==> src/rtl/mx_rx_pkg.sv <==
// mx_rx_pkg: shared state type and default timing constants for the Manchester frame receiver
package mx_rx_pkg;
  typedef enum logic [1:0] {IDLE, SYNC, DATA} state_t;
  localparam int DEF_SPB     = 16;
  localparam int DEF_WIN     = 2;
  localparam int DEF_SYNC_TO = 160;
endpackage

==> src/rtl/mx_bit_timer.sv <==
// mx_bit_timer: enb tick counter with decision-window and overrun compare against the tick being taken
module mx_bit_timer #(
  parameter int SPB     = 16,
  parameter int WIN     = 2,
  parameter int SYNC_TO = 160,
  parameter int W       = $clog2(SYNC_TO + 1)
) (
  input  logic clk,
  input  logic rst,
  input  logic enb,
  input  logic clr,
  output logic in_win,
  output logic late
);
  localparam logic [W:0] LO = (W+1)'(SPB - WIN);
  localparam logic [W:0] HI = (W+1)'(SPB + WIN);
  logic [W-1:0] cnt;
  logic [W:0]   tick;
  // tick is the 1-based count of the enb cycle currently being presented
  assign tick   = {1'b0, cnt} + 1'b1;
  assign in_win = tick >= LO && tick <= HI;
  assign late   = tick > HI;
  always_ff @(posedge clk)
    if (rst) cnt <= '0;
    else if (enb) cnt <= clr ? '0 : cnt + 1'b1;
endmodule

==> src/rtl/mx_frame_rx.sv <==
// mx_frame_rx: Manchester frame receiver FSM turning correlator hits into bytes, eof and error pulses
module mx_frame_rx import mx_rx_pkg::*; #(
  parameter int SPB     = DEF_SPB,
  parameter int WIN     = DEF_WIN,
  parameter int SYNC_TO = DEF_SYNC_TO
) (
  input  logic       clk,
  input  logic       rst,
  input  logic       enb,
  input  logic       pre_h,
  input  logic       sfd_h,
  input  logic       bit_h,
  input  logic       bit_l,
  input  logic       eof_h,
  output logic [7:0] data,
  output logic       valid,
  output logic       cardet,
  output logic       eof,
  output logic       error
);
  state_t     state, nxt;
  logic [7:0] shreg, sh_nxt;
  logic [2:0] bcnt;
  logic       in_win, late, s_hit, s_late;
  logic       dec, late_ev, eof_ev, err_ev, sto;
  mx_bit_timer #(.SPB(SPB), .WIN(WIN), .SYNC_TO(SYNC_TO)) u_bit (
    .clk(clk), .rst(rst), .enb(enb), .clr(state != DATA || dec), .in_win(in_win), .late(late)
  );
  // sync timeout reuses the timer with a zero-width window centred on SYNC_TO
  mx_bit_timer #(.SPB(SYNC_TO), .WIN(0), .SYNC_TO(SYNC_TO)) u_sync (
    .clk(clk), .rst(rst), .enb(enb), .clr(state != SYNC), .in_win(s_hit), .late(s_late)
  );
  always_comb begin
    sto     = s_hit || s_late;
    sh_nxt  = {bit_h, shreg[7:1]};
    dec     = enb && state == DATA && in_win && (bit_h || bit_l);
    late_ev = enb && state == DATA && late && !dec;
    eof_ev  = late_ev && eof_h && bcnt == 3'd0;
    err_ev  = (late_ev && !eof_ev) || (enb && state == SYNC && !sfd_h && sto);
    nxt     = state;
    if (enb)
      nxt = state == IDLE ? (pre_h ? SYNC : IDLE) :
            state == SYNC ? (sfd_h ? DATA : sto ? IDLE : SYNC) :
            (late ? IDLE : DATA);
  end
  always_ff @(posedge clk)
    if (rst) begin
      state  <= IDLE;
      shreg  <= '0;
      bcnt   <= '0;
      data   <= '0;
      valid  <= 1'b0;
      cardet <= 1'b0;
      eof    <= 1'b0;
      error  <= 1'b0;
    end else begin
      state  <= nxt;
      valid  <= dec && bcnt == 3'd7;
      eof    <= eof_ev;
      error  <= err_ev;
      cardet <= nxt == DATA;
      if (state != DATA) begin
        shreg <= '0;
        bcnt  <= '0;
      end else if (dec) begin
        shreg <= sh_nxt;
        bcnt  <= bcnt + 1'b1;
        if (bcnt == 3'd7) data <= sh_nxt;
      end
    end
endmodule
==> config.mk <==
export PLATFORM = sky130hd
export DESIGN_NAME = mx_frame_rx
export DESIGN_NICKNAME = d
export VERILOG_FILES = /design/src/rtl/mx_rx_pkg.sv /design/src/rtl/mx_bit_timer.sv /design/src/rtl/mx_frame_rx.sv
export SDC_FILE = /design/constraint.sdc
export NUM_CORES = 1
export LEC_CHECK = 0
export BUFFER_PORTS_ARGS = -buffer_cell sky130_fd_sc_hd__buf_4
export CAP_MARGIN = 25
export CORE_MARGIN = 10
export CORE_UTILIZATION = 35
export CTS_CLUSTER_DIAMETER = 200
export DETAILED_ROUTE_END_ITERATION = 7
export GPL_TIMING_DRIVEN = 0
export PLACE_DENSITY = 0.52
export SLEW_MARGIN = 20
export SYNTH_ARGS = -nofsm -noshare
export SYNTH_HDL_FRONTEND = slang
export SYNTH_SLANG_ARGS = --single-unit
export TNS_END_PERCENT = 1
==> constraint.sdc <==
create_clock -name clk -period 2.15 [get_ports clk]
set_input_delay 0.43 -clock clk [delete_from_list [all_inputs] [get_ports clk]]
set_output_delay 0.43 -clock clk [all_outputs]
set_load 0.02 [all_outputs]
==> key figures <==
Routing
  – DR WL/cell: 13.64 um
  – Via-to-Cell Ratio: 4.839
  – Pre-antenna DRT Iters: 4
  – Routed wire length: 4501 um
  – Via count: 1597
  – DRT iter0 DRCs: 69
  – DR DRC count: 0
  – Post-DRT Antenna Nets: 0

STA
  – RSZ-0062 raised after global routing: yes
  – Final Hold Vio Count: 0
  – Setup TNS: -1.366 ns
  – Worst Skew: 0.007841 ns
  – Final worst slack: -0.08646 ns
  – Final setup vio count: 23
  – Final Cycle Share: 104.0%
  – Max Freq: 447.1 MHz
  – Fin crit period: 2.236 ns
  – Rel. slew slack: 41.11%
  – Fin. max-slew vios: 0
  – Least-Margin Pin Slew: 0.8766 ns

Floorplan
  – Chip width: 94.68 um
  – Die area: 8963 sq um
  – Die H: 94.68 um
  – # IOs: 20
  – Core footprint: 5473 sq um
  – Starting Density: 35.67%
  – # rows: 27

Place
  – RD Place Congestion: 0.8084
  – DP Worst Slack: -0.3022 ns
  – IO Port Bufs: 18
  – Post-detail-place hpwl: 3194 um
  – Placed Cells: 318

Yosys
  – Ys async rst share: 0%
  – Syn avg cell area: 8.561 sq um
  – Post-Synthesis Cells: 228
  – Post-synth cell types: 46
  – #FFs+latches synth: 40
  – Post-Synthesis Cell Area: 1952 sq um
  – Sequential share of the synthesized area: 41.03%
  – Largest area contributor in the netlist: dfxtp_1
  – Synth area leaders: dfxtp_1 41%, mux2i_1 9.2%, nor2_1 7.9%
  – Yosys warnings: 0
  – Syn_nets: 242
  – Ys flop type: dfxtp_1
  – Yosys top cell area share: 41.03%
  – Number of synthesized flops with an enable pin: 0

Final layout
  – Layout area overhead: 23.27%
  – Most frequent cells in the layout: 41 x nor2_1, 38 x dfxtp_1, 22 x buf_4
  – Diode count: 0
  – Layout cell share with drive strength beyond 1: 19.38%
  – NumNets Final: 271
  – Most common cell after layout, fill and taps aside: nor2_1
  – Non-filler instance count after layout: 330

Power
  – Comb pwr share: 4.4%
  – VDD IR max: 0.4109 mV
  – Clock power share: 42.0%
  – Cell Int Power: 1.068 mW
  – Net Sw Power: 0.3268 mW
  – Sequential power share: 53.6%
  – Power density over the cells: 579.6 nW/um^2
  – Leakage power: 0.8431 nW
  – Switching share of power: 23.43%

GRT
  – Vias in the first global route: 1491
  – Total Routing Usage GR: 10.33%
  – First-pass GRT wire length: 7417 um
  – GRT overflow: 0
  – Largest net degree at the start of global routing: 15
  – Initial antenna violation count: 0

Run
  – Max Cap Viol: 0

CTS
  – TritonCTS clock tree: yes
  – Cts bufs inserted: 5
  – CTS Hold Bufs: 0
  – CTS H-tree lvls: 2
  – Clock transition at the registers of the reported paths: 0.09 ns
  – Clock Tree Buf Depth: 2
  – Clk root buf: clkbuf_8
  – Clock Sinks: 40
  – Clk Latency, worst-skew pair: 0.29 ns

Worst setup path
  – Worst setup EP type: flop
  – WS Path Type: reg -> reg
  – Worst-path maximum fanout: 6
  – WP data arrival: 2.40 ns
  – CP required: 2.32 ns
  – CP startpoint kind: flop

Outcome
  – Outcome: complete, but fails checks
  – Failing checks: setup timing

Worst hold path
  – Hold Crit Class: in -> reg
metrics by stage:
stage	instance area [sq um]	hold slack, ns	util (%)	total power, mW
finish	2406	0.3546	43.96	1.395
global route	2406	0.3767	43.96	1.458
CTS	2402	0.3434	43.90	1.422
detailed placement	2223	0.4762	40.63	0.8265
global placement	2223	0.4665	40.63	0.8267
floorplan	1998	0.4488	-	0.8004
final timing paths:
kind              depth (start not counted)  slack, ns           from            end
setup / recovery                          8      -0.09   u_bit.cnt[1]   u_bit.cnt[3]
hold / removal                            3       0.35          sfd_h       state[1]
setup reg to reg                          8      -0.09   u_bit.cnt[1]   u_bit.cnt[3]
hold reg to reg                           2       0.48  u_sync.cnt[1]  u_sync.cnt[1]
repair_timing:
| action | 4_1_cts | 5_1_grt |
|---|---|---|
| resized for setup | 3 | 3 |
| pin swaps | 5 | 7 |
| setup endpoints to repair | 24 | 29 |
| setup buffers | 4 | 1 |
final cells by class:
class                           instances  area, sq um
Clock buffer                            6        93.84
Inverter                               13        48.80
Fill cell                             568         3067
Buffer                                  9        46.29
Clock inverter                          2        17.52
Timing Repair Buffer                   23        197.7
Sequential cell                        40        808.3
Tap cell                               72        90.09
Multi-Input combinational cell        165         1104
critical path: stages, from the launching register on:
cell	delay, ns
dfxtp_4	0.37
inv_2	0.05
ha_4	0.23
a31o_2	0.21
a222oi_1	0.32
o211ai_1	0.25
or3_4	0.48
o211ai_1	0.12
a21oi_1	0.08
state kept, by name (all words and copies together) (netlist names):
name and count:
valid 1, eof 1, state 2, u_sync.cnt 8, shreg 7, data 8, cardet 1, bcnt 3
u_bit.cnt 8, error 1
power by group through the flow:
stage               clock (mW)  sequential (mW)  combinational (mW)
floorplan                    0            0.764              0.0363
global placement             0            0.764              0.0623
detailed placement           0            0.764              0.0621
CTS                      0.613            0.747              0.0630
global route             0.639            0.748              0.0717
finish                   0.586            0.747              0.0618
routing by layer:
layer	routed length (um)	vias up	GRT usage [%]
met5	0	-	0
met4	17	0	2.993
met3	200	2	3.807
met2	1973	22	15.22
met1	2310	716	13.76
li1	-	857	-
kinds of logic after synthesis:
logic type / synth area share [%]
flops: 41.03
buf+inv: 4.743
mux: 9.231
compound gates: 14.10
simple gates: 23.91
xor+xnor: 3.141
fa+ha+maj: 3.846
cell usage after synthesis, types with 3 or more instances:
cell	instances
nor2_1	41
dfxtp_1	40
mux2i_1	18
nand2_1	18
inv_1	12
a21oi_1	10
nor3_1	7
clkbuf_1	6
ha_1	6
o21ai_0	6
nand3_1	5
nand4_1	5
o211ai_1	5
a22oi_1	4
xor2_1	4
and2_1	3
xnor2_1	3
Note: power is estimated with default switching activity, not from simulation.
